**src/rtl/bp_pkg.sv**
```systemverilog
// Shared types and constants for the branch resolver.
//   pred_entry_t : one queued prediction {pc, hit, target}.
//   sNtaken..sTaken : 2-bit saturating direction counter encodings,
//                     matching the BTB's own counter states.
//   PC_STEP      : sequential fall-through increment.
package bp_pkg;

    // The queued target width is fixed here; the top-level TARGET_WIDTH
    // parameter must match it.
    localparam int BP_TARGET_WIDTH = 32;

    localparam logic [1:0] sNtaken = 2'b00;
    localparam logic [1:0] wNtaken = 2'b01;
    localparam logic [1:0] wTaken  = 2'b10;
    localparam logic [1:0] sTaken  = 2'b11;

    localparam logic [31:0] PC_STEP = 32'd4;

    typedef struct packed {
        logic [31:0]                pc;
        logic                       hit;
        logic [BP_TARGET_WIDTH-1:0] target;
    } pred_entry_t;

endpackage

```
**src/rtl/pred_queue.sv**
```systemverilog
// Synchronous FIFO of pred_entry_t in program order.
// Ports:
//   clk, rst (sync active-low)
//   push/pushData : write an entry (ignored when full or flushing)
//   pop           : drop the head (ignored when empty)
//   flush         : clear the whole queue, pointers back to 0
//   headData      : oldest entry, combinational read
//   full, empty   : occupancy flags
module pred_queue
    import bp_pkg::*;
#(
    parameter int DEPTH = 4
) (
    input  logic        clk,
    input  logic        rst,
    input  logic        push,
    input  pred_entry_t pushData,
    input  logic        pop,
    input  logic        flush,
    output pred_entry_t headData,
    output logic        full,
    output logic        empty
);

    localparam int PW = $clog2(DEPTH);

    pred_entry_t    mem [DEPTH];
    logic [PW-1:0]  wrPtrReg;
    logic [PW-1:0]  rdPtrReg;
    logic [PW:0]    countReg;
    logic           doPush;
    logic           doPop;

    assign full     = (countReg == (PW+1)'(DEPTH));
    assign empty    = (countReg == '0);
    assign doPush   = push && !full;
    assign doPop    = pop && !empty;
    // The head is needed in the same cycle the instruction resolves,
    // so the read is asynchronous (small distributed storage).
    assign headData = mem[rdPtrReg];

    always_ff @(posedge clk) begin
        if (!rst || flush) begin
            wrPtrReg <= '0;
            rdPtrReg <= '0;
            countReg <= '0;
        end else begin
            if (doPush) wrPtrReg <= wrPtrReg + 1'b1;
            if (doPop)  rdPtrReg <= rdPtrReg + 1'b1;
            countReg <= countReg + (PW+1)'(doPush) - (PW+1)'(doPop);
        end
    end

    always_ff @(posedge clk) begin
        if (doPush && !flush) mem[wrPtrReg] <= pushData;
    end

endmodule

```
**src/rtl/branch_resolver.sv**
```systemverilog
// Execute-side consumer of BTB predictions. Queues each fetched
// instruction's prediction, checks it against the actual outcome when
// the instruction resolves, and drives the BTB update port plus a
// one-cycle front-end redirect on mispredict.
// Ports:
//   clk, rst (sync active-low)
//   fetchValid/fetchPc/fetchHit/fetchTarget, fetchReady : prediction in
//   exValid/exIsBranch/exTaken/exPc/exTarget            : resolution in
//   btbUpdate/btbTaken/btbPc/btbTarget                   : BTB update (registered)
//   redirectValid/redirectPc                             : redirect pulse (registered)
//   errSticky, branchCnt, mispredCnt                     : status / perf counters
module branch_resolver
    import bp_pkg::*;
#(
    parameter int DEPTH        = 4,
    parameter int TARGET_WIDTH = 32,
    parameter int CNT_WIDTH    = 32
) (
    input  logic                    clk,
    input  logic                    rst,
    input  logic                    fetchValid,
    input  logic [31:0]             fetchPc,
    input  logic                    fetchHit,
    input  logic [TARGET_WIDTH-1:0] fetchTarget,
    output logic                    fetchReady,
    input  logic                    exValid,
    input  logic                    exIsBranch,
    input  logic                    exTaken,
    input  logic [31:0]             exPc,
    input  logic [TARGET_WIDTH-1:0] exTarget,
    output logic                    btbUpdate,
    output logic                    btbTaken,
    output logic [31:0]             btbPc,
    output logic [TARGET_WIDTH-1:0] btbTarget,
    output logic                    redirectValid,
    output logic [31:0]             redirectPc,
    output logic                    errSticky,
    output logic [CNT_WIDTH-1:0]    branchCnt,
    output logic [CNT_WIDTH-1:0]    mispredCnt
);

    pred_entry_t head;
    pred_entry_t fetchEntry;
    logic        queueFull;
    logic        queueEmpty;
    logic        resolveNow;
    logic        actualTaken;
    logic        mispredNow;
    logic        pushNow;
    logic [31:0] correctPc;
    logic        errNext;

    assign fetchEntry = '{pc: fetchPc, hit: fetchHit, target: fetchTarget};

    // Resolutions arriving while a redirect is in flight belong to the
    // wrong path and are dropped.
    assign resolveNow  = exValid && !queueEmpty && !redirectValid;
    assign actualTaken = exIsBranch && exTaken;
    assign mispredNow  = resolveNow &&
                         (( head.hit && !actualTaken) ||
                          (!head.hit &&  actualTaken) ||
                          ( head.hit &&  actualTaken && (head.target != exTarget)));

    // Readiness ignores a same-cycle pop so a full queue never takes a
    // new entry, and blocks fetch while the younger path is being flushed.
    assign fetchReady = !queueFull && !redirectValid && !mispredNow;
    assign pushNow    = fetchValid && fetchReady;

    assign correctPc = actualTaken ? 32'(exTarget) : (exPc + PC_STEP);

    assign errNext = errSticky ||
                     (exValid && queueEmpty && !redirectValid) ||
                     (resolveNow && (head.pc != exPc));

    pred_queue #(.DEPTH(DEPTH)) uQueue (
        .clk      (clk),
        .rst      (rst),
        .push     (pushNow),
        .pushData (fetchEntry),
        .pop      (resolveNow),
        .flush    (mispredNow),
        .headData (head),
        .full     (queueFull),
        .empty    (queueEmpty)
    );

    always_ff @(posedge clk) begin
        if (!rst) begin
            btbUpdate     <= 1'b0;
            btbTaken      <= 1'b0;
            btbPc         <= '0;
            btbTarget     <= '0;
            redirectValid <= 1'b0;
            redirectPc    <= '0;
            errSticky     <= 1'b0;
            branchCnt     <= '0;
            mispredCnt    <= '0;
        end else begin
            btbUpdate     <= resolveNow && (exIsBranch || head.hit);
            redirectValid <= mispredNow;
            errSticky     <= errNext;
            if (resolveNow) begin
                btbTaken  <= actualTaken;
                btbPc     <= exPc;
                btbTarget <= exTarget;
            end
            if (mispredNow) begin
                redirectPc <= correctPc;
                mispredCnt <= mispredCnt + 1'b1;
            end
            if (resolveNow && exIsBranch) branchCnt <= branchCnt + 1'b1;
        end
    end

endmodule

```
**config.mk**
```make
export PLATFORM = sky130hd
export DESIGN_NAME = branch_resolver
export DESIGN_NICKNAME = d
export VERILOG_FILES = /design/src/rtl/bp_pkg.sv /design/src/rtl/pred_queue.sv /design/src/rtl/branch_resolver.sv
export SDC_FILE = /design/constraint.sdc
export NUM_CORES = 1
export LEC_CHECK = 0
export ABC_AREA = 1
export CAP_MARGIN = 20
export CORE_AREA = 2 2 235 237
export CTS_CLUSTER_DIAMETER = 60
export DETAILED_ROUTE_END_ITERATION = 6
export DIE_AREA = 0 0 237 239
export SLEW_MARGIN = 20
export SYNTH_ARGS = -nofsm -noshare
export SYNTH_HDL_FRONTEND = slang
export SYNTH_SLANG_ARGS = --single-unit
```
**constraint.sdc**
```tcl
create_clock -name clk -period 6.2 [get_ports clk]
set_input_delay 1.86 -clock clk [delete_from_list [all_inputs] [get_ports clk]]
set_output_delay 1.86 -clock clk [all_outputs]
set_load 0.1 [all_outputs]
```
* After elaboration in Yosys (flattened, before gate mapping) *
Memory sizes are Yosys's and may differ from the RTL's. A register that Yosys moved wholly into a read port is not among the register bits.
Index checks and enable logic that the tools add are counted.

cells by class
  $add $sub $neg = 7
  equal/unequal tests = 3
  muxes and demuxes = 5
  reductions and logical operators = 33

operators by type and width
  cell                                           count
  adder 32 x 1 -> 32 bit, second input constant  2
  != test 32 bit                                 2
  adder 32 x 3 -> 32 bit, second input constant  1
  two-way mux 32 bit                             1
  logical AND 1 bit                              19
  logical NOT 1 bit                              7
  logical OR 1 bit                               6
  adder 2 x 1 -> 2 bit, second input constant    2
  two-way mux 2 bit                              2
  adder 3 x 1 -> 3 bit                           1
  equality test 3 bit, second input constant     1
  logical NOT 3 bit                              1
  subtractor 3 x 1 -> 3 bit                      1
  two-way mux 1 bit                              2

word-level totals
  bits in registers = 171
  memory bits (writable) = 260
  input bits = 135
  output and inout bits = 165
  logic and storage cells = 61
  memories kept = 1

memory list
  name        words  bits a word  rd ports  clocked after Yosys merged registers in  write ports  RTL line          RTL
  uQueue.mem  4      65           1         1                                        1            pred_queue.sv:27  pred_entry_t mem [DEPTH];

* Logic depth before layout (Yosys ltp) *
  depth after elaboration = 13
  depth in mapped cells = 24
  depth with buffers taken out = 22

* By module *
A second synthesis with hierarchy kept.

second synthesis, totals
  cell total of the unflattened synthesis = 2079
  area total of the unflattened synthesis = 19383.6 um^2

modules (own cells, without submodules)
  module           times used  cells each  area an instance (um^2)  seq. area each (um^2)
  pred_queue       1           701         10452.5                  7987.7
  branch_resolver  1           1378        8931.1                   3283.1

* Worst setup path before layout *
Ideal clock, no wire load.

  path kind = input -> register
  start point = input port exIsBranch
  end point = memory uQueue.mem[0][0] (netlist bit) (enable)
  library setup time = 0.489 ns
  arrival time = 5.803 ns
  required time = 5.711 ns
  path slack = -0.092 ns
  stages on the path = 9
  path buffers = 1
  cells stage by stage = nand2_1 -> inv_2 -> clkbuf_1 -> ha_1 -> inv_1 -> nand2_2 -> nand2_4 -> nand3_2 -> nor2_1

between the ends
  longest elaborated chain between the ends = 13

RTL lines
  what                                       RTL line                                 RTL
  from (decl)                                branch_resolver.sv:27                    input logic exIsBranch,
  logical AND 1 bit *                        branch_resolver.sv:58                    assign actualTaken = exIsBranch && exTaken;
  via actualTaken                            branch_resolver.sv:47                    logic actualTaken;
  logical NOT 1 bit                          branch_resolver.sv:60                    (( head.hit && !actualTaken) ||
  logical AND 1 bit                          branch_resolver.sv:60
  logical OR 1 bit                           branch_resolver.sv:60
  logical OR 1 bit *                         branch_resolver.sv:61                    (!head.hit && actualTaken) ||
  logical AND 1 bit *                        branch_resolver.sv:59                    assign mispredNow = resolveNow &&
  logical NOT 1 bit *                        pred_queue.sv:55, branch_resolver.sv:66
  logical AND 1 bit                          branch_resolver.sv:66                    assign fetchReady = !queueFull && !redirectValid && !mispredNow;
  logical AND 1 bit                          branch_resolver.sv:67                    assign pushNow = fetchValid && fetchReady;
  logical AND 1 bit                          pred_queue.sv:36                         assign doPush = push && !full;
  logical AND 1 bit *                        pred_queue.sv:55                         if (doPush && !flush) mem[wrPtrReg] <= pushData;
  two-way mux 1 bit *                        pred_queue.sv:55
  two-way mux 1 bit (not written as such) *  pred_queue.sv:55
  to (decl)                                  pred_queue.sv:27

Mark *: on every way through the listed nets, which the timed path passes. The rest lies on a longest branch.

* Final worst setup path *
  start point = input port exTarget[11]
  end point = output port fetchReady

between the ends
  longest elaborated chain between the ends = 6

RTL lines
  what               RTL line               RTL
  from (decl)        branch_resolver.sv:30  input logic [TARGET_WIDTH-1:0] exTarget,
  != test 32 bit     branch_resolver.sv:62  ( head.hit && actualTaken && (head.target != exTarget)));
  logical AND 1 bit  branch_resolver.sv:62
  logical OR 1 bit   branch_resolver.sv:61
  logical AND 1 bit  branch_resolver.sv:59
  logical NOT 1 bit  branch_resolver.sv:66
  logical AND 1 bit  branch_resolver.sv:66
  to (decl)          branch_resolver.sv:25  output logic fetchReady,

No other way between the ends.

==> summary.md <==
| Metric | Value |
|---|---|
| Status | complete, no violations |
| Synthesized instance count | 2062 |
| EDFF count, synth | 260 |
| Final Hold Viols | 0 |
| Worst Path Arrival | 3.96 ns |
| Ratio of routed vias to standard cells | 4.97 |
| TritonCTS clock tree | done |
| # nets final | between 2k and 2.5k |
| Share of the synthesized area in the top cell type | 0.415 |
| Final setup margin | around 0.38 ns |
| Max Clock Freq | 172 MHz |
| Synth Area in Simple Gates | 0.219 |
| Mapped Nets | 2208 |
| Antenna viol nets, final | 0 |
| Worst hold stages | 2 |
| Placeable core area | 54300 um2 |
| Routability cong. | 0.908 |
| Area growth, synth to finish | 29.6% |
| RSZ-0062 raised after global routing | false |
| Complex-gate fraction of the synthesized area | 0.0822 |
| Post-DP HPWL | 43.4 mm |
| Combinational family with the most area after synthesis | simple AND/OR/NAND/NOR gates |
| Required time of the critical path | 4.34 ns |
| Slew @ Worst Pin | around 1.2 ns |
| Most common flop cell mapped by yosys | edfxtp_1 |
| GRT Total Usage | 0.219 |
| Initial Util | 0.347 |
| DP Area | around 23000 um2 |
| Leading area contributor after synthesis | edfxtp_1 |
| Synth unique cells | 43 |
| Pwr/cell area | 455 nW/um2 |
| Pin count of the biggest net entering global routing | 87 |
| Post-synthesis async set-or-reset flop share | 0 |
| First-pass GRT wire length | 91.6 mm |
| Worst R2R Setup Slack | approximately 1.7 ns |
| Vias in the first global route | around 14k |
| Num CTS Buffers | 52 |
| Post-synthesis mux area share | 0.00159 |
| Crit path capture type | primary output |
| WL/cell | 20.5 um |
| Number of hold buffers added after CTS | 0 |
| Top-count cell post-synth | nand2_1 |
| R2r endpoint | uQueue.countReg[2] |
| Die W | between 200 and 250 um |
| Iteration-0 DRC Markers | 1126 |
| Via count | roughly 15k |
| Startpoint class of the critical path | input pin |
| Final Cell Area | roughly 24000 um2 |
| Seq/Total Area, Yosys | 0.598 |
| Synth top area cells | edfxtp_1 (41%), dfxtp_1 (18%), nand2_1 (12%) |
| Dpl ws | 0.408 ns |
| Dpl cells | between 2k and 3k |
| HP Class | register to register |
| Clock sinks | between 400 and 500 |
| VDD IR max | 0.282 mV |
| Post-Route Skew | 0.0222 ns |
| Syn Area/Cell | a little over 9 um2 |
| Worst setup path startpoint | exTarget[11] |
| Depth of the most critical reg-to-reg path | 16 |
| Synth top cells by count | nand2_1 (590), edfxtp_1 (260), dfxtp_1 (173), nand3_1 (163), inv_1 (152) |
| I/O pins | 300 |
| Port Buf Inserts | 299 |
| Fin. max-slew vios | 0 |
| H-tree levels | 2 |
| Finished Layout Cells | 3101 |
| DRC | 0 |
| # fillers | 5160 |
| Setup violations, final | 0 |
| Die area | 56600 um2 |
| Wirelength, routed | 63.5 mm |
| CP max FO | 4 |
| CP Class | input pin to primary output |
| Die Y | 239 um |
| Register Area | 11300 um2 |
| Post-CTS Setup Bufs | 0 |
| Max_cap viols | 0 |
| Row count | 86 |
| Crit share post-route | 0.939 |
| Worst hold slack | 0.450 ns |
| Yosys reg bits | 433 |
| Pre-antenna DRT Iters | 6 |
| Leakage power | slightly above 9 nW |
| Worst setup path endpoint | fetchReady |
| Warnings from Yosys | 0 |
| Overall power | 11.1 mW |
| Post-Synth Adder-Cell Area | 0.00771 |
| Area taken by multi-input logic gates | 6570 um2 |
| Synth Cell Area | 18800 um2 |
| Post-cts sizing count | 0 |
| Clock Tree Buf Depth | 3 |
| Clock insertion delay at the later pin of the skew report | 0.60 ns |
| Root Driver | clkbuf_16 |
| Min cycle time layout | 5.82 ns |
| Initial antenna violation count | 13 |
| Slew headroom | 0.226 |
| Post-Synth XOR/XNOR Area | 0.0358 |
| Clk slew on worst S/H paths | 0.06 ns |
| Share of cells above drive strength 1 | 0.0569 |
| Grt total ovfl | 0 |
per-layer routing:
layer,track usage,vias to the layer above,part of all wire
li1,-,7493,-
met1,0.279,7256,0.43
met2,0.360,522,0.47
met3,0.0486,130,0.072
met4,0.0901,10,0.036
met5,0,-,0.0011
stage by stage:
step,TNS [ns],util
2_1_floorplan,-23.86,-
3_3_place_gp,0,0.414
3_5_place_dp,0,0.414
4_1_cts,0,0.449
5_1_grt,0,0.449
6_report,0,0.449
worst max-delay path: stages:
cell and delay (ns):
clkdlybuf4s50_1 0.57, nand3b_1 0.13, nand2_1 0.06, inv_1 0.04, nand2_1 0.04, nor2_1 0.15, nand2_1 0.09, nor2_1 0.21
nand2_1 0.14, nand2_1 0.09, nand2_2 0.06, nand2_4 0.06, inv_1 0.05, nor2_2 0.19, buf_12 0.21
power by group:
part	internal (mW)	total [mW]	switching, mW
Sequential	3.60	3.80	0.202
Clock	1.99	3.27	1.28
Combinational	0.952	4.03	3.08
flip-flops by register name (all words and copies together), names as in the netlist, named ones only:
name,cells
uQueue.mem,260
branchCnt,32
btbPc,32
btbTarget,32
mispredCnt,32
redirectPc,32
uQueue.countReg,3
uQueue.rdPtrReg,2
uQueue.wrPtrReg,2
btbTaken,1
btbUpdate,1
errSticky,1
redirectValid,1
how the worst min path moves through the flow:
| stage | start | to | slack, ns |
|---|---|---|---|
| floorplan | uQueue.rdPtrReg[0] | register | 0.47 |
| global placement | redirectPc[20] | redirectPc[20] | 0.43 |
| detailed placement | redirectPc[20] | redirectPc[20] | 0.44 |
| CTS | redirectPc[20] | redirectPc[20] | 0.45 |
| global route | redirectPc[20] | redirectPc[20] | 0.46 |
| finish | redirectPc[28] | redirectPc[28] | 0.45 |
placed cells by master, fill, tap and decap left out, types with 10 or more instances in the layout:
| cell | netlist | final |
|---|---|---|
| nor2_1 | 151 | 146 |
| xnor2_1 | 10 | 10 |
| o21ai_0 | 129 | 129 |
| buf_4 | 2 | 16 |
| ha_1 | 10 | 10 |
| edfxtp_1 | 260 | 260 |
| xor2_1 | 67 | 67 |
| dfxtp_1 | 173 | 171 |
| clkdlybuf4s50_1 | 0 | 297 |
| o21ai_1 | 21 | 21 |
| nand3_1 | 163 | 163 |
| nand2_1 | 590 | 589 |
| clkbuf_16 | 0 | 54 |
| nand4_1 | 11 | 11 |
| nor4_1 | 13 | 13 |
| nor3_1 | 48 | 48 |
| inv_1 | 152 | 152 |
| a21oi_1 | 113 | 113 |
| o22ai_1 | 14 | 14 |
final cells by class:
class                   count  share of cell area
flip-flops and latches    433               0.462
multi-input cells        1382               0.269
repair buffers            319               0.131
clock buffers              68              0.0604
well taps                 704              0.0361
inverters                 159              0.0247
clock inverters            30              0.0164
diodes                      6            0.000615
logic make-up after synthesis:
kind of cell             count (synthesis)
flip-flops                             433
AND/OR/NAND/NOR                        994
AO/OA/AOI/OAI                          297
multiplexers                             3
XOR/XNOR                                77
adder cells (fa/ha/maj)                 11
buffers and inverters                  247
No activity file was read; power rests on OpenSTA's default activity.
